### src/rtl/boa_mem_arbiter.sv
// boa_mem_arbiter: shares one downstream memory bus between the instruction
// fetch port (ibus) and the data port (dbus). The data port wins by default.
// A starvation counter hands priority to instruction fetch after it has been
// held off for starve_limit consecutive cycles. The granted request reaches
// the shared bus combinationally, with no added latency. A port that sees
// ready=0 stays locked as owner until its transfer completes.
//
// starve_limit must lie in 1..255.

module boa_mem_arbiter #(
    parameter int unsigned starve_limit = 4
) (
    input  logic        clk,
    input  logic        rst,

    // instruction requester
    input  logic [31:0] ibus_addr,
    input  logic        ibus_re,
    input  logic [3:0]  ibus_we,
    input  logic [31:0] ibus_wdata,
    output logic [31:0] ibus_rdata,
    output logic        ibus_ready,

    // data requester
    input  logic [31:0] dbus_addr,
    input  logic        dbus_re,
    input  logic [3:0]  dbus_we,
    input  logic [31:0] dbus_wdata,
    output logic [31:0] dbus_rdata,
    output logic        dbus_ready,

    // shared downstream bus
    output logic [31:0] sbus_addr,
    output logic        sbus_re,
    output logic [3:0]  sbus_we,
    output logic [31:0] sbus_wdata,
    input  logic [31:0] sbus_rdata,
    input  logic        sbus_ready
);

    typedef enum logic [1:0] {
        OWN_NONE = 2'd0,
        OWN_I    = 2'd1,
        OWN_D    = 2'd2
    } owner_e;

    localparam logic [7:0] STARVE_LIM = 8'(starve_limit);

    owner_e     owner_q, owner_d;
    owner_e     grant;
    logic [7:0] cnt_q, cnt_d;
    logic       ireq, dreq;
    logic       owner_req;

    // Request detection: a port requests when it reads or writes any byte.
    always_comb begin
        ireq = ibus_re || (|ibus_we);
        dreq = dbus_re || (|dbus_we);
    end

    // Grant selection. A locked owner keeps the bus while it still requests.
    // If the owner drops its request, arbitration re-runs in the same cycle.
    always_comb begin
        // NOTE: each signal gets a default on entry so no path leaves it unassigned and no latch is inferred.
        grant     = OWN_NONE;
        owner_req = 1'b0;
        if (owner_q == OWN_I) owner_req = ireq;
        if (owner_q == OWN_D) owner_req = dreq;

        if (owner_req) begin
            grant = owner_q;
        end else if (ireq && (cnt_q >= STARVE_LIM)) begin
            grant = OWN_I;
        end else if (dreq) begin
            grant = OWN_D;
        end else if (ireq) begin
            grant = OWN_I;
        end
    end

    // Forward the granted port onto the shared bus. Read data goes to both
    // ports. Ready goes only to the granted port.
    always_comb begin
        sbus_addr  = 32'h0;
        sbus_re    = 1'b0;
        sbus_we    = 4'h0;
        sbus_wdata = 32'h0;
        ibus_ready = 1'b0;
        dbus_ready = 1'b0;
        ibus_rdata = sbus_rdata;
        dbus_rdata = sbus_rdata;
        case (grant)
            OWN_I: begin
                sbus_addr  = ibus_addr;
                sbus_re    = ibus_re;
                sbus_we    = ibus_we;
                sbus_wdata = ibus_wdata;
                ibus_ready = sbus_ready;
            end
            OWN_D: begin
                sbus_addr  = dbus_addr;
                sbus_re    = dbus_re;
                sbus_we    = dbus_we;
                sbus_wdata = dbus_wdata;
                dbus_ready = sbus_ready;
            end
            default: ;
        endcase
    end

    // Next-state logic. The owner is held through wait states. The starvation
    // counter clears when fetch completes or stops requesting. Otherwise it
    // saturates at 255.
    always_comb begin
        owner_d = OWN_NONE;
        if ((grant != OWN_NONE) && !sbus_ready) owner_d = grant;

        cnt_d = cnt_q;
        if (!ireq || ((grant == OWN_I) && sbus_ready)) begin
            cnt_d = 8'd0;
        end else if (cnt_q != 8'hFF) begin
            cnt_d = cnt_q + 8'd1;
        end
    end

    // State registers with synchronous reset. Reset takes priority over all updates.
    always_ff @(posedge clk) begin
        // NOTE: sequential state uses non-blocking assignments so all flops update together on the edge.
        if (rst) begin
            owner_q <= OWN_NONE;
            cnt_q   <= 8'd0;
        end else begin
            owner_q <= owner_d;
            cnt_q   <= cnt_d;
        end
    end

endmodule

### config.mk
export PLATFORM = sky130hd
export DESIGN_NAME = boa_mem_arbiter
export DESIGN_NICKNAME = d
export VERILOG_FILES = /design/src/rtl/boa_mem_arbiter.sv
export SDC_FILE = /design/constraint.sdc
export NUM_CORES = 1
export LEC_CHECK = 0
export ABC_CLOCK_PERIOD_IN_PS = 5400
export CAP_MARGIN = 20
export CORE_AREA = 2 2 119 121
export DETAILED_ROUTE_END_ITERATION = 8
export DIE_AREA = 0 0 121 123
export SYNTH_ARGS = -nofsm -noshare
export SYNTH_HDL_FRONTEND = slang
export SYNTH_SLANG_ARGS = --single-unit
### constraint.sdc
create_clock -name clk -period 5.4 [get_ports clk]
set_input_delay 1.08 -clock clk [delete_from_list [all_inputs] [get_ports clk]]
set_output_delay 1.08 -clock clk [all_outputs]
set_load 0.02 [all_outputs]
Yosys cells after proc, flatten, opt, wreduce, memory -nomap -nowiden
Index checks and enable logic that the tools add are counted.
W data, S select, Z words.
{"block": "word_totals", "wordCells": 35, "reg_bits": 10, "output_inout_bits": 135}
{"block": "classes", "n_bitwise": 1, "n_addsub": 1, "n_mux": 12, "order_cmp": 1, "n_reduce_logical": 13, "n_eq_ne": 5}
{"op": "$pmux W32 S2", "n": 2}
{"op": "$add A8 B1 Y8 const B", "n": 1}
{"op": "$ge A8 B3 Y1 const B", "n": 1}
{"op": "$ne A8 B8 Y1 const B", "n": 1}
{"op": "$pmux W4 S2", "n": 1}
{"op": "$reduce_or A4 Y1", "n": 2}
{"op": "$mux W2", "n": 3}
{"op": "$mux W1", "n": 5}
{"op": "$eq A2 B1 Y1 const B", "n": 2}
{"op": "$eq A2 B2 Y1 const B", "n": 2}
{"op": "$reduce_or A2 Y1", "n": 2}
{"op": "$logic_and A1 B1 Y1", "n": 3}
{"op": "$logic_or A1 B1 Y1", "n": 3}
{"op": "$logic_not A1 Y1", "n": 2}
{"op": "$pmux W1 S2", "n": 1}
{"op": "$reduce_bool A2 Y1", "n": 1}
{"op": "$not A1 Y1", "n": 1}

Logic depth before layout (Yosys ltp)
{"block": "depth", "depth_word": 10, "ltp_mapped": 10, "ltp_nobuf": 9}

Worst setup path before layout
No wires, ideal clock.
{"block": "synth_timing", "path_kind": "input port to output port", "start": "input port ibus_we[2]", "end": "output port sbus_wdata[11]", "setup_slack_ps": 1303, "t_arrival_ps": 3017, "cell_stages": 8, "path_cell_list": "or4_4 -> o2bb2ai_1 -> o21bai_2 -> ha_1 -> clkbuf_1 -> buf_2 -> buf_1 -> nor2_1"}
{"block": "synth_via", "elab_chain_cells": 8}
{"item": "start, declared", "line_no": "19", "rtl": "input logic [3:0] ibus_we,"}
{"item": "$reduce_or A4 Y1 *", "line_no": "57", "rtl": "ireq = ibus_re || (|ibus_we);"}
{"item": "$logic_or A1 B1 Y1 *", "line_no": "57"}
{"item": "$mux W1", "line_no": "76", "rtl": "end else if (ireq) begin"}
{"item": "$mux W2", "line_no": "74", "rtl": "end else if (dreq) begin"}
{"item": "$mux W2", "line_no": "72", "rtl": "end else if (ireq && (cnt_q >= STARVE_LIM)) begin"}
{"item": "$mux W2 *", "line_no": "70", "rtl": "if (owner_req) begin"}
{"item": "$eq A2 B2 Y1 / $eq A2 B1 Y1 (equally long branches)", "line_no": "92", "rtl": "case (grant)"}
{"item": "$pmux W32 S2 *", "line_no": "92"}
{"item": "end, declared", "line_no": "36", "rtl": "output logic [31:0] sbus_wdata,"}
Every way passes the cells marked *; elsewhere a longest branch is shown, timed or not.

Worst setup path in the final report
{"block": "layout_timing", "start": "input port dbus_we[0]", "end": "output port sbus_wdata[29]"}
{"block": "layout_via", "elab_chain_cells": 7}
{"item": "start, declared", "line_no": "27", "rtl": "input logic [3:0] dbus_we,"}
{"item": "$reduce_or A4 Y1 *", "line_no": "58", "rtl": "dreq = dbus_re || (|dbus_we);"}
{"item": "$logic_or A1 B1 Y1 *", "line_no": "58"}
{"item": "$mux W2", "line_no": "74"}
{"item": "$mux W2", "line_no": "72"}
{"item": "$mux W2 *", "line_no": "70"}
{"item": "$eq A2 B2 Y1 / $eq A2 B1 Y1 (equally long branches)", "line_no": "92"}
{"item": "$pmux W32 S2 *", "line_no": "92"}
Marks and branches as above.

==> impl_results.md <==
* Clk buf depth at 2
* Sequential element share of the synthesized area at 0.102
* Overflow after GRT at 0
* Die height at roughly 120 um
* Fmax at about 0.20 GHz
* Htree depth at 1
* Critical Path End: sbus_wdata[29]
* Final hold viol count at 0
* GP Congestion at 0.727
* Critical path launch point type: input pin
* Commonest non-fill, non-tap cell in the layout: clkdlybuf4s50_1
* N_diodes at 0
* Tot GR Track Use at 0.114
* Drt drc at 0
* Post-cts resize count at 0
* Chip width at 121 um
* Mean area per synthesized cell at 6.61 um^2
* Minimum clock period at 5.01 ns
* PwrDens at 220 mW/mm^2
* Worst Skew at between 0.0009 and 0.001 ns
* Buffers on Ports at around 210
* Synthesized flop and latch total at 10
* Leak at 1.56 nW
* MaxCap Viol Count at 0
* Synth cell types at 36
* Most frequent cells in the layout: clkdlybuf4s50_1 (207), nor2_1 (77), a22oi_1 (69), dfxtp_1 (10)
* Setup-failing EPs final at 0
* Fillers at 1469
* Uppermost layer routed: met4
* Synth top area share at 0.264
* Origin of the critical flop-to-flop path: cnt_q[2]
* WS Path Type: in -> out
* Core footprint at ~0.014 mm^2
* Top FF cell, synth: dfxtp_1
* Via count at roughly 2600
* Initial Util at 0.144
* Critical Path RT at 4.32 ns
* Initial DRT Pass Iterations at 4
* R2R Path End: cnt_q[4]
* Layout cell share with drive strength beyond 1 at 0.0513
* TNS Setup at 0 ns
* Worst-Skew Late Latency at 0.24 ns
* Vias per cell at 4.28
* Number of antenna violations at the first check in global routing at 0
* RSZ-0062 raised after global routing: false
* First-pass GRT wire length at 13.6 mm
* FP Rows at 43
* Final period util at 0.928
* Post-synth EDFFs at 0
* WL final at 9.47 mm
* Synth Cell Area at 0.00196 mm^2
* R2r setup slk at approximately 2.9 ns
* Rel. slew slack at 0.732
* Dominant cells by area after synthesis: a22oi_1 (26%), buf_4 (24%), nor2_1 (15%), dfxtp_1 (10%), clkbuf_1 (4.2%)
* Postcts setup bufs at 0
* Post-detail-place hpwl at 7.91 mm
* M1 WL at 3.46 mm
* Pin count of the biggest net entering global routing at 41
* CP Data Arrival Time at 3.93 ns
* Routed wl met3 at 932 um
* Worst setup EP type: output port
* Max IR drop VDD at 0.000108 V
* Syn_nets at 475
* Async S/R FF share, synth at 0
* Drt wl/cell at 15.6 um
* CTS Sinks at 10
* Instance count of the mapped netlist at roughly 300
* Worst hold path class: reg -> reg
* Maximum fanout along the worst path at 37
* Layout Nets at 608
* Beginning of the critical path: dbus_we[0]
* Detail Route Antenna Nets at 0
* Tightest Pin Transition at 0.402 ns
* Max Slew Vio Count at 0
* Hold Buf Count CTS at 0
* Worst hold margin at 0.516 ns
* YS warnings at 0
* Die area at roughly 0.015 mm^2
* Synth-to-Final Area Change at 99.4%
* Clock transition at path regs at ~0.04 ns
* Drt initial violations at approximately 130
* Area leader, netlist: a22oi_1
* Status: finished clean
* CTS tree: done
* Ports at 308
* Vias in the first global route at 2605
* Root Driver: clkbuf_16
* DR WL met2 at 5.01 mm
* R2r worst-path depth at 10
* CTS Buf Count at 3
==> cells by family after synthesis <==
| logic type | Yosys count | synth area share |
|---|---|---|
| AO/OA/AOI/OAI | 85 | 0.325 |
| XOR/XNOR | 2 | 0.00892 |
| adder cells (fa/ha/maj) | 5 | 0.0318 |
| buffers and inverters | 94 | 0.303 |
| flip-flops | 10 | 0.102 |
| multiplexers | 1 | 0.00510 |
| AND/OR/NAND/NOR | 100 | 0.224 |
==> final cells by class <==
class | count | area [um^2] | share of cell area
well taps | 180 | 225 | 0.0575
flip-flops and latches | 10 | 200 | 0.0511
multi-input cells | 193 | 1170 | 0.300
inverters | 5 | 18.8 | 0.00479
clock buffers | 4 | 88.8 | 0.0227
repair buffers | 217 | 2210 | 0.564
==> Yosys cell counts (2+ instances only) <==
cell type,number
clkbuf_1,22
ha_1,5
nor3_1,3
buf_4,64
o21a_1,2
a22oi_1,69
inv_1,5
buf_2,2
and2_1,2
nor2_1,77
and3_1,4
dfxtp_1,10
a31oi_1,5
nand2_1,2
nand3_1,2
a21oi_1,3
==> power breakdown <==
group / switching, mW / internal (mW) / leakage [nW]
clock network: 0.0358 / 0.111 / 0.0442
logic: 0.309 / 0.325 / 1.44
registers: 0.00337 / 0.0772 / 0.0814
==> critical path, stage by stage <==
cell and delay [ns]:
clkdlybuf4s50_1 0.42, or4_1 0.52, nor2_1 0.16, o21bai_2 0.19, ha_2 0.25, buf_4 0.36, a22oi_1 0.15, nor2_1 0.12
clkdlybuf4s50_1 0.64
==> state kept, by name, summed over array words and instances (netlist names) <==
| register | count |
|---|---|
| cnt_q | 8 |
| owner_q | 2 |
==> routing by layer <==
metal / GRT usage / vias up
met3: 0.0369 / 10
met4: 0.0153 / 0
met1: 0.130 / 1179
met2: 0.210 / 170
li1: - / 1246
met5: 0 / -
==> through the flow <==
| stage | worst slack (ns) | utilization | cells | total power, mW | cell area (um^2) |
|---|---|---|---|---|---|
| final | 0.391 | 0.288 | 609 | 0.862 | 3920 |
| after CTS | 0.388 | 0.288 | 609 | 0.873 | 3920 |
| after global routing | 0.201 | 0.288 | 609 | 0.910 | 3920 |
| after floorplan | 1.30 | - | 297 | 0.430 | 1960 |
| after global placement | 0.434 | 0.281 | 605 | 0.715 | 3830 |
| after detailed placement | 0.389 | 0.281 | 605 | 0.722 | 3830 |
==> how the worst min path moves through the flow <==
stage | startpoint | to | slack [ns] | cells past startpoint
after floorplan | cnt_q[5] | cnt_q[5] | 0.47 | 1
after global placement | cnt_q[5] | cnt_q[5] | 0.49 | 1
after detailed placement | cnt_q[5] | cnt_q[5] | 0.51 | 1
after CTS | cnt_q[5] | cnt_q[5] | 0.51 | 1
after global routing | cnt_q[5] | cnt_q[5] | 0.53 | 1
final | cnt_q[5] | cnt_q[5] | 0.52 | 1
No activity file was read; power rests on OpenSTA's default activity.
